[config.mk]
export PLATFORM = sky130hd
export DESIGN_NAME = uart_tx_arbiter_flat
export DESIGN_NICKNAME = d
export VERILOG_FILES = /design/src/rtl/uart_pkg.sv /design/src/rtl/uart_tx_arbiter_if.sv /design/src/rtl/rr_arbiter.sv /design/src/rtl/uart_tx_arbiter.sv /design/src/flat_wrapper.sv
export SDC_FILE = /design/constraint.sdc
export NUM_CORES = 1
export LEC_CHECK = 0
export ABC_CLOCK_PERIOD_IN_PS = 3400
export BUFFER_PORTS_ARGS = -buffer_cell sky130_fd_sc_hd__buf_2
export CORE_MARGIN = 10
export CORE_UTILIZATION = 30
export DETAILED_ROUTE_END_ITERATION = 16
export PLACE_DENSITY = 0.56
export SLEW_MARGIN = 20
export SYNTH_ARGS = -nofsm -noshare
export SYNTH_HDL_FRONTEND = slang
export SYNTH_SLANG_ARGS = --single-unit
[constraint.sdc]
create_clock -name clock -period 3.4 [get_ports clock]
set_input_delay 0.51 -clock clock [delete_from_list [all_inputs] [get_ports clock]]
set_output_delay 0.51 -clock clock [all_outputs]
set_load 0.05 [all_outputs]
[src/rtl/uart_pkg.sv]
// Shared definitions for the UART transmit arbiter slice.
// Contents: default requester count and payload width, the FSM state encoding,
// and a helper that sizes requester index fields.
package uart_pkg;

    localparam int NUM_REQ_DEF = 4;
    localparam int DATA_W_DEF  = 9;

    // FSM state encoding, kept as plain constants so older blocks can share it
    localparam logic [1:0] ST_IDLE = 2'd0;
    localparam logic [1:0] ST_SEND = 2'd1;
    localparam logic [1:0] ST_WAIT = 2'd2;

    // Width of a requester index. It is never narrower than one bit,
    // so a single-requester build still has a legal index field.
    function automatic int idx_width(input int n);
        if (n > 1) begin
            return $clog2(n);
        end else begin
            return 1;
        end
    endfunction

endpackage

[src/rtl/uart_tx_arbiter_if.sv]
// Bundle of requester and transmitter signals for uart_tx_arbiter.
//   req / req_data       : level requests and payloads, from the requesters
//   gnt                  : one-cycle accept pulse, back to the requesters
//   tx_ready             : transmitter idle indication
//   tx_send / tx_data    : frame start pulse and payload, to the transmitter
//   busy / frames_sent   : status
// Modport master is the environment (requesters plus transmitter).
// Modport slave is the arbiter.
interface uart_tx_arbiter_if
    import uart_pkg::*;
#(
    parameter int NUM_REQ = NUM_REQ_DEF,
    parameter int DATA_W  = DATA_W_DEF
);

    logic [NUM_REQ-1:0]        req;
    logic [NUM_REQ*DATA_W-1:0] req_data;
    logic [NUM_REQ-1:0]        gnt;
    logic                      tx_ready;
    logic                      tx_send;
    logic [DATA_W-1:0]         tx_data;
    logic                      busy;
    logic [15:0]               frames_sent;

    modport master (
        output req, req_data, tx_ready,
        input  gnt, tx_send, tx_data, busy, frames_sent
    );

    modport slave (
        input  req, req_data, tx_ready,
        output gnt, tx_send, tx_data, busy, frames_sent
    );

endinterface

[src/rtl/rr_arbiter.sv]
// Combinational round-robin priority rotation.
// The search starts at index (last+1) mod NUM_REQ and wraps upward.
//   req       : pending requests
//   last      : index of the previous winner
//   grant     : one-hot winner, all zero when nothing is pending
//   grant_idx : binary index of the winner
//   valid     : at least one request is pending
module rr_arbiter
    import uart_pkg::*;
#(
    parameter int NUM_REQ = NUM_REQ_DEF,
    parameter int IDX_W   = idx_width(NUM_REQ)
) (
    input  logic [NUM_REQ-1:0] req,
    input  logic [IDX_W-1:0]   last,
    output logic [NUM_REQ-1:0] grant,
    output logic [IDX_W-1:0]   grant_idx,
    output logic               valid
);

    logic             found_s;
    logic             hit_s;
    int               cand_v;
    logic [IDX_W-1:0] cand_idx_s;

    // Walk the requesters in rotated order; the first pending one wins
    always_comb begin
        grant      = '0;
        grant_idx  = '0;
        found_s    = 1'b0;
        hit_s      = 1'b0;
        cand_v     = 0;
        cand_idx_s = '0;
        for (int k = 1; k <= NUM_REQ; k++) begin
            cand_v             = (int'(last) + k) % NUM_REQ;
            cand_idx_s         = IDX_W'(cand_v);
            hit_s              = req[cand_idx_s] & ~found_s;
            grant[cand_idx_s]  = hit_s;
            grant_idx          = hit_s ? cand_idx_s : grant_idx;
            found_s            = found_s | hit_s;
        end
    end

    assign valid = |req;

endmodule

[src/rtl/uart_tx_arbiter.sv]
// Round-robin arbiter that feeds frames from NUM_REQ requesters into one UART
// transmitter.
//   clock, reset_n : system clock and asynchronous active-low reset
//   bus (slave)    : requester and transmitter handshake (see uart_tx_arbiter_if)
// The FSM runs IDLE -> SEND -> WAIT -> IDLE. The grant decision is combinational
// in IDLE, and the winner's payload is captured on that same edge. tx_send
// pulses during SEND. WAIT ends once the transmitter has been seen low and then
// reports ready again, which counts one completed frame.
module uart_tx_arbiter
    import uart_pkg::*;
#(
    parameter int NUM_REQ = NUM_REQ_DEF,
    parameter int DATA_W  = DATA_W_DEF
) (
    input  logic           clock,
    input  logic           reset_n,
    uart_tx_arbiter_if.slave bus
);

    localparam int IDX_W = idx_width(NUM_REQ);

    logic [1:0]         state_r;
    logic [1:0]         next_s;
    logic [IDX_W-1:0]   last_r;
    logic               seen_low_r;
    logic [DATA_W-1:0]  tx_data_r;
    logic               tx_send_r;
    logic               busy_r;
    logic [15:0]        frames_r;

    logic [NUM_REQ-1:0] win_grant_s;
    logic [IDX_W-1:0]   win_idx_s;
    logic               win_valid_s;
    logic               arb_go_s;
    logic               frame_done_s;
    logic [DATA_W-1:0]  data_arr_s [NUM_REQ];

    rr_arbiter #(
        .NUM_REQ (NUM_REQ),
        .IDX_W   (IDX_W)
    ) u_rr (
        .req       (bus.req),
        .last      (last_r),
        .grant     (win_grant_s),
        .grant_idx (win_idx_s),
        .valid     (win_valid_s)
    );

    // Split the flat payload bus into one entry per requester
    always_comb begin
        for (int i = 0; i < NUM_REQ; i++) begin
            data_arr_s[i] = bus.req_data[i*DATA_W +: DATA_W];
        end
    end

    // Next-state decode; arbitration happens only when leaving IDLE
    always_comb begin
        next_s       = state_r;
        arb_go_s     = 1'b0;
        frame_done_s = 1'b0;
        case (state_r)
            ST_IDLE: begin
                if (bus.tx_ready && win_valid_s) begin
                    next_s   = ST_SEND;
                    arb_go_s = 1'b1;
                end else begin
                    next_s   = ST_IDLE;
                end
            end
            ST_SEND: begin
                next_s = ST_WAIT;
            end
            ST_WAIT: begin
                // Ready alone is not enough: the transmitter must first drop ready
                if (bus.tx_ready && seen_low_r) begin
                    next_s       = ST_IDLE;
                    frame_done_s = 1'b1;
                end else begin
                    next_s       = ST_WAIT;
                end
            end
            default: begin
                next_s = ST_IDLE;
            end
        endcase
    end

    // State, status and start-pulse registers
    always_ff @(posedge clock or negedge reset_n) begin
        if (!reset_n) begin
            state_r   <= ST_IDLE;
            busy_r    <= 1'b0;
            tx_send_r <= 1'b0;
        end else begin
            state_r   <= next_s;
            busy_r    <= (next_s != ST_IDLE);
            tx_send_r <= arb_go_s;
        end
    end

    // Capture the winner's payload and remember the winner for the next rotation
    always_ff @(posedge clock or negedge reset_n) begin
        if (!reset_n) begin
            tx_data_r <= '0;
            last_r    <= IDX_W'(NUM_REQ - 1);
        end else if (arb_go_s) begin
            tx_data_r <= data_arr_s[win_idx_s];
            last_r    <= win_idx_s;
        end
    end

    // Record that the transmitter went busy during WAIT; clear it when the frame completes
    always_ff @(posedge clock or negedge reset_n) begin
        if (!reset_n) begin
            seen_low_r <= 1'b0;
        end else if (frame_done_s) begin
            seen_low_r <= 1'b0;
        end else if ((state_r == ST_WAIT) && !bus.tx_ready) begin
            seen_low_r <= 1'b1;
        end
    end

    // Completed-frame counter; it wraps naturally at 16 bits
    always_ff @(posedge clock or negedge reset_n) begin
        if (!reset_n) begin
            frames_r <= 16'd0;
        end else if (frame_done_s) begin
            frames_r <= frames_r + 16'd1;
        end
    end

    // Grant is decided in the accepting cycle; it is held off while reset is asserted
    assign bus.gnt         = (arb_go_s && reset_n) ? win_grant_s : {NUM_REQ{1'b0}};
    assign bus.tx_send     = tx_send_r;
    assign bus.tx_data     = tx_data_r;
    assign bus.busy        = busy_r;
    assign bus.frames_sent = frames_r;

endmodule

[src/flat_wrapper.sv]
// flat-port wrapper written by rule: the top's interface ports become plain ports
module uart_tx_arbiter_flat import uart_pkg::*;
#(
    parameter int NUM_REQ = NUM_REQ_DEF,
    parameter int DATA_W  = DATA_W_DEF
)
  (clock, reset_n, bus_req, bus_req_data, bus_tx_ready, bus_gnt, bus_tx_send, bus_tx_data, bus_busy, bus_frames_sent);
  uart_tx_arbiter_if #(.NUM_REQ(NUM_REQ), .DATA_W(DATA_W)) bus_i ();
  input  logic clock;
  input  logic reset_n;
  input wire logic [$bits(bus_i.req)-1:0] bus_req;
  input wire logic [$bits(bus_i.req_data)-1:0] bus_req_data;
  input wire logic [$bits(bus_i.tx_ready)-1:0] bus_tx_ready;
  output wire logic [$bits(bus_i.gnt)-1:0] bus_gnt;
  output wire logic [$bits(bus_i.tx_send)-1:0] bus_tx_send;
  output wire logic [$bits(bus_i.tx_data)-1:0] bus_tx_data;
  output wire logic [$bits(bus_i.busy)-1:0] bus_busy;
  output wire logic [$bits(bus_i.frames_sent)-1:0] bus_frames_sent;
  assign bus_i.req = bus_req;
  assign bus_i.req_data = bus_req_data;
  assign bus_i.tx_ready = bus_tx_ready;
  assign bus_gnt = bus_i.gnt;
  assign bus_tx_send = bus_i.tx_send;
  assign bus_tx_data = bus_i.tx_data;
  assign bus_busy = bus_i.busy;
  assign bus_frames_sent = bus_i.frames_sent;
  uart_tx_arbiter #(.NUM_REQ(NUM_REQ), .DATA_W(DATA_W)) u_core (.clock(clock), .reset_n(reset_n), .bus(bus_i));
endmodule
==> metrics.csv <==
metric;value;unit
outcome;completed;
grt_start_max_net_pins;32;
mappedNetlistArea;0.002232;mm^2
slew_viol_final;0;
multi_input_area;0.001326;mm^2
ff2ff_path_depth;8;
grt_usage;11.03;%
drive_gt1_share;33.44;%
finalNonFillerCells;407;
first_pass_iters;5;
synthCells;234;
relSlewSlack;57.88;%
initial_core_util;30.77;%
dp_cells;399;
synth_area_leader_cell;dfrtp_1;
synth_top_area_share;33.63;%
synth.distinct_cells;49;
synth_edf_count;0;
nFillCells;754;
synth_nets;283;
setup_viol;0;
antenna_found_initial;0;
ys_seq_area_share;35.99;%
num_rows;31;
wl_per_cell;15.91;um
min_period_over_period;96.07;%
period_minus_slack;3.266;ns
hold_class;in -> async;
root_buffer;clkbuf_8;
cts_buffers;5;
cts_tree;yes;
regToRegSetupSlack;0.45;ns
ys_ff_latch;32;
portBuffers;73;
drc_errors;0;
ys.warnings.count;0;
timing.rr.end;u_core.bus.tx_data[1];
startpoint_type;flip-flop;
irDropWorstVdd;344.1;uV
route.vias.total;2035;
critPathKind;reg -> out;
top_layer;met4;
syn_avg_cell_area;9.539;um^2
die_h;106.3;um
cp-end-kind;primary output;
boundaryPins;74;
fp.coreArea;0.007253;mm^2
yosys_most_used_dff;dfrtp_1;
wl_met2;3039;um
setup_tns;0;ns
clk_latency;0.28;ns
p_leak;1.355;nW
dpl.hpwl;4995;um
areaGrowthSynthToFinish;25.45;%
clockBufferDepth;2;
gp_congestion;0.8082;
finalHoldViolCount;0;
drtAntennaViolNets;0;
cp.required;2.89;ns
first_iter_violations;87;
overflow;0;
nNetsFinal;357;
finalClockSkew;0.005683;ns
vias_per_cell;5.000;
die_x;106.3;um
slowest_delay;0.58;ns
worst_pin_slew;0.6318;ns
cp_max_fo;7;
worstReg2RegStart;u_core.last_r[1];
fmax;306.2;MHz
maxCapViolations;0;
wl_met1;2929;um
drt_wl_total;6476;um
diodes;0;
wl_met3;421;um
cts-htree-levels;2;
grt_pass1_wl;10230;um
regArea;803.3;um^2
clkTransAtPathRegs;0.06;ns
yosys-top-cells-area;dfrtp_1 (34%), mux2i_1 (4.9%), nand2_1 (4.9%);
arrival;2.76;ns
grt_pass1_vias;2028;
slowest_stage;dfstp_2;
clock_sinks;32;
power.density;950.8;mW/mm^2
rsz0062_at_grt;no;
dieArea;0.01129;mm^2
path_cells;inv_1, ha_2, mux4_2, nor2_1, and2_1, nand2_1, o21ai_0, o2111a_1, buf_4;
synthArstFlopShare;100.0;%
power by group:
| group | switching, W | internal (W) |
|---|---|---|
| combinational | 0.00114 | 0.000623 |
| clock | 0.000133 | 0.000180 |
| sequential | 0.0000850 | 0.000504 |
worst max-delay path by stage:
stage | from | to | depth (start not counted)
2_1_floorplan | u_core.last_r[0] | bus_gnt[2] | 10
3_3_place_gp | u_core.last_r[1] | bus_gnt[1] | 9
3_5_place_dp | u_core.last_r[1] | bus_gnt[0] | 9
4_1_cts | u_core.last_r[1] | bus_gnt[0] | 9
5_1_grt | u_core.last_r[1] | bus_gnt[0] | 9
6_report | u_core.last_r[1] | bus_gnt[0] | 9
worst max-delay path, delay by kind of cell, from the launching register on:
kind                       cells  cell delay (ns)
AOI/OAI and AO/OA              2             0.27
and+or+nand+nor                3             0.53
DFF                            1             0.58
muxes                          1             0.39
adders and majority gates      1             0.41
buffers and inverters          2             0.29
synthesized netlist by cell type, drive strengths merged, types with 7 or more instances:
cell type   n
dfrtp      30
nand2      29
nor2       17
mux2i      11
a211oi     10
xnor2      10
a21boi      9
a21oi       8
buf         8
o211ai      8
o21ai       8
or4         8
o22ai       7
metrics by stage:
| step | power, W | setup WS [ns] | instance area [um^2] | utilization (%) | hold WS (ns) |
|---|---|---|---|---|---|
| final | 0.002663 | 0.1338 | 2800 | 38.61 | 0.2367 |
| after global placement | 0.002312 | 0.3100 | 2684 | 37.00 | 0.4596 |
| after detailed placement | 0.002340 | 0.2309 | 2684 | 37.00 | 0.4762 |
| after global routing | 0.002843 | 0.005288 | 2800 | 38.61 | 0.2353 |
| after floorplan | 0.001942 | 0.07554 | 2232 | - | 0.2144 |
| after CTS | 0.002671 | 0.01767 | 2793 | 38.50 | 0.2320 |
registers in the layout, summed over array words and instances, names as in the netlist:
name	count
u_core.bus.busy	1
u_core.bus.frames_sent	16
u_core.bus.tx_data	9
u_core.bus.tx_send	1
u_core.last_r	2
u_core.seen_low_r	1
u_core.state_r	2
metal layers:
layer	global-route usage, %	vias to the layer above
li1	-	1015
met1	13.54	954
met2	18.02	57
met3	3.865	9
met4	2.805	0
met5	0	-
cells by family after synthesis:
family,Yosys count,share of synthesized area (%)
AOI/OAI and AO/OA,61,19.51
DFF,32,35.99
adders and majority gates,6,3.363
and+or+nand+nor,82,19.34
muxes,18,10.82
buffers and inverters,19,4.708
xor gates and xnor gates,16,6.278
layout make-up:
type	count	area share (%)
repair buffers	80	15.28
inverters	6	0.8043
flip-flops and latches	32	28.69
well taps	99	4.424
multi-input cells	183	47.36
clock buffers	7	3.441
what timing repair did:
action                                 4_1_cts  5_1_grt
endpoints found under the hold margin        0        0
setup endpoints to repair                    4        4
buffers inserted                             0        1
gates resized for setup                      5        0
hold buffers                                 0        0
layout by cell type (no fill, tap or decap), types with 2 or more instances in the layout:
cell type and instances:
ha_1 5, a221o_1 2, and4_1 2, buf_4 11, o21ai_0 6, nor4_1 2
nand2_1 29, mux2i_1 11, a211oi_1 10, clkbuf_8 7, nand3_1 6, xor2_1 6
nor2_1 17, o21ai_1 2, a21boi_0 9, nand2b_1 2, inv_1 5, mux4_2 4
o22ai_1 7, o2111a_1 4, nand4_1 4, or4_1 8, and2_1 2, a21oi_1 8
dfstp_2 2, mux2_4 2, xnor2_1 10, o211ai_1 7, buf_2 69, dfrtp_1 30
(Power assumes the default switching activity.)
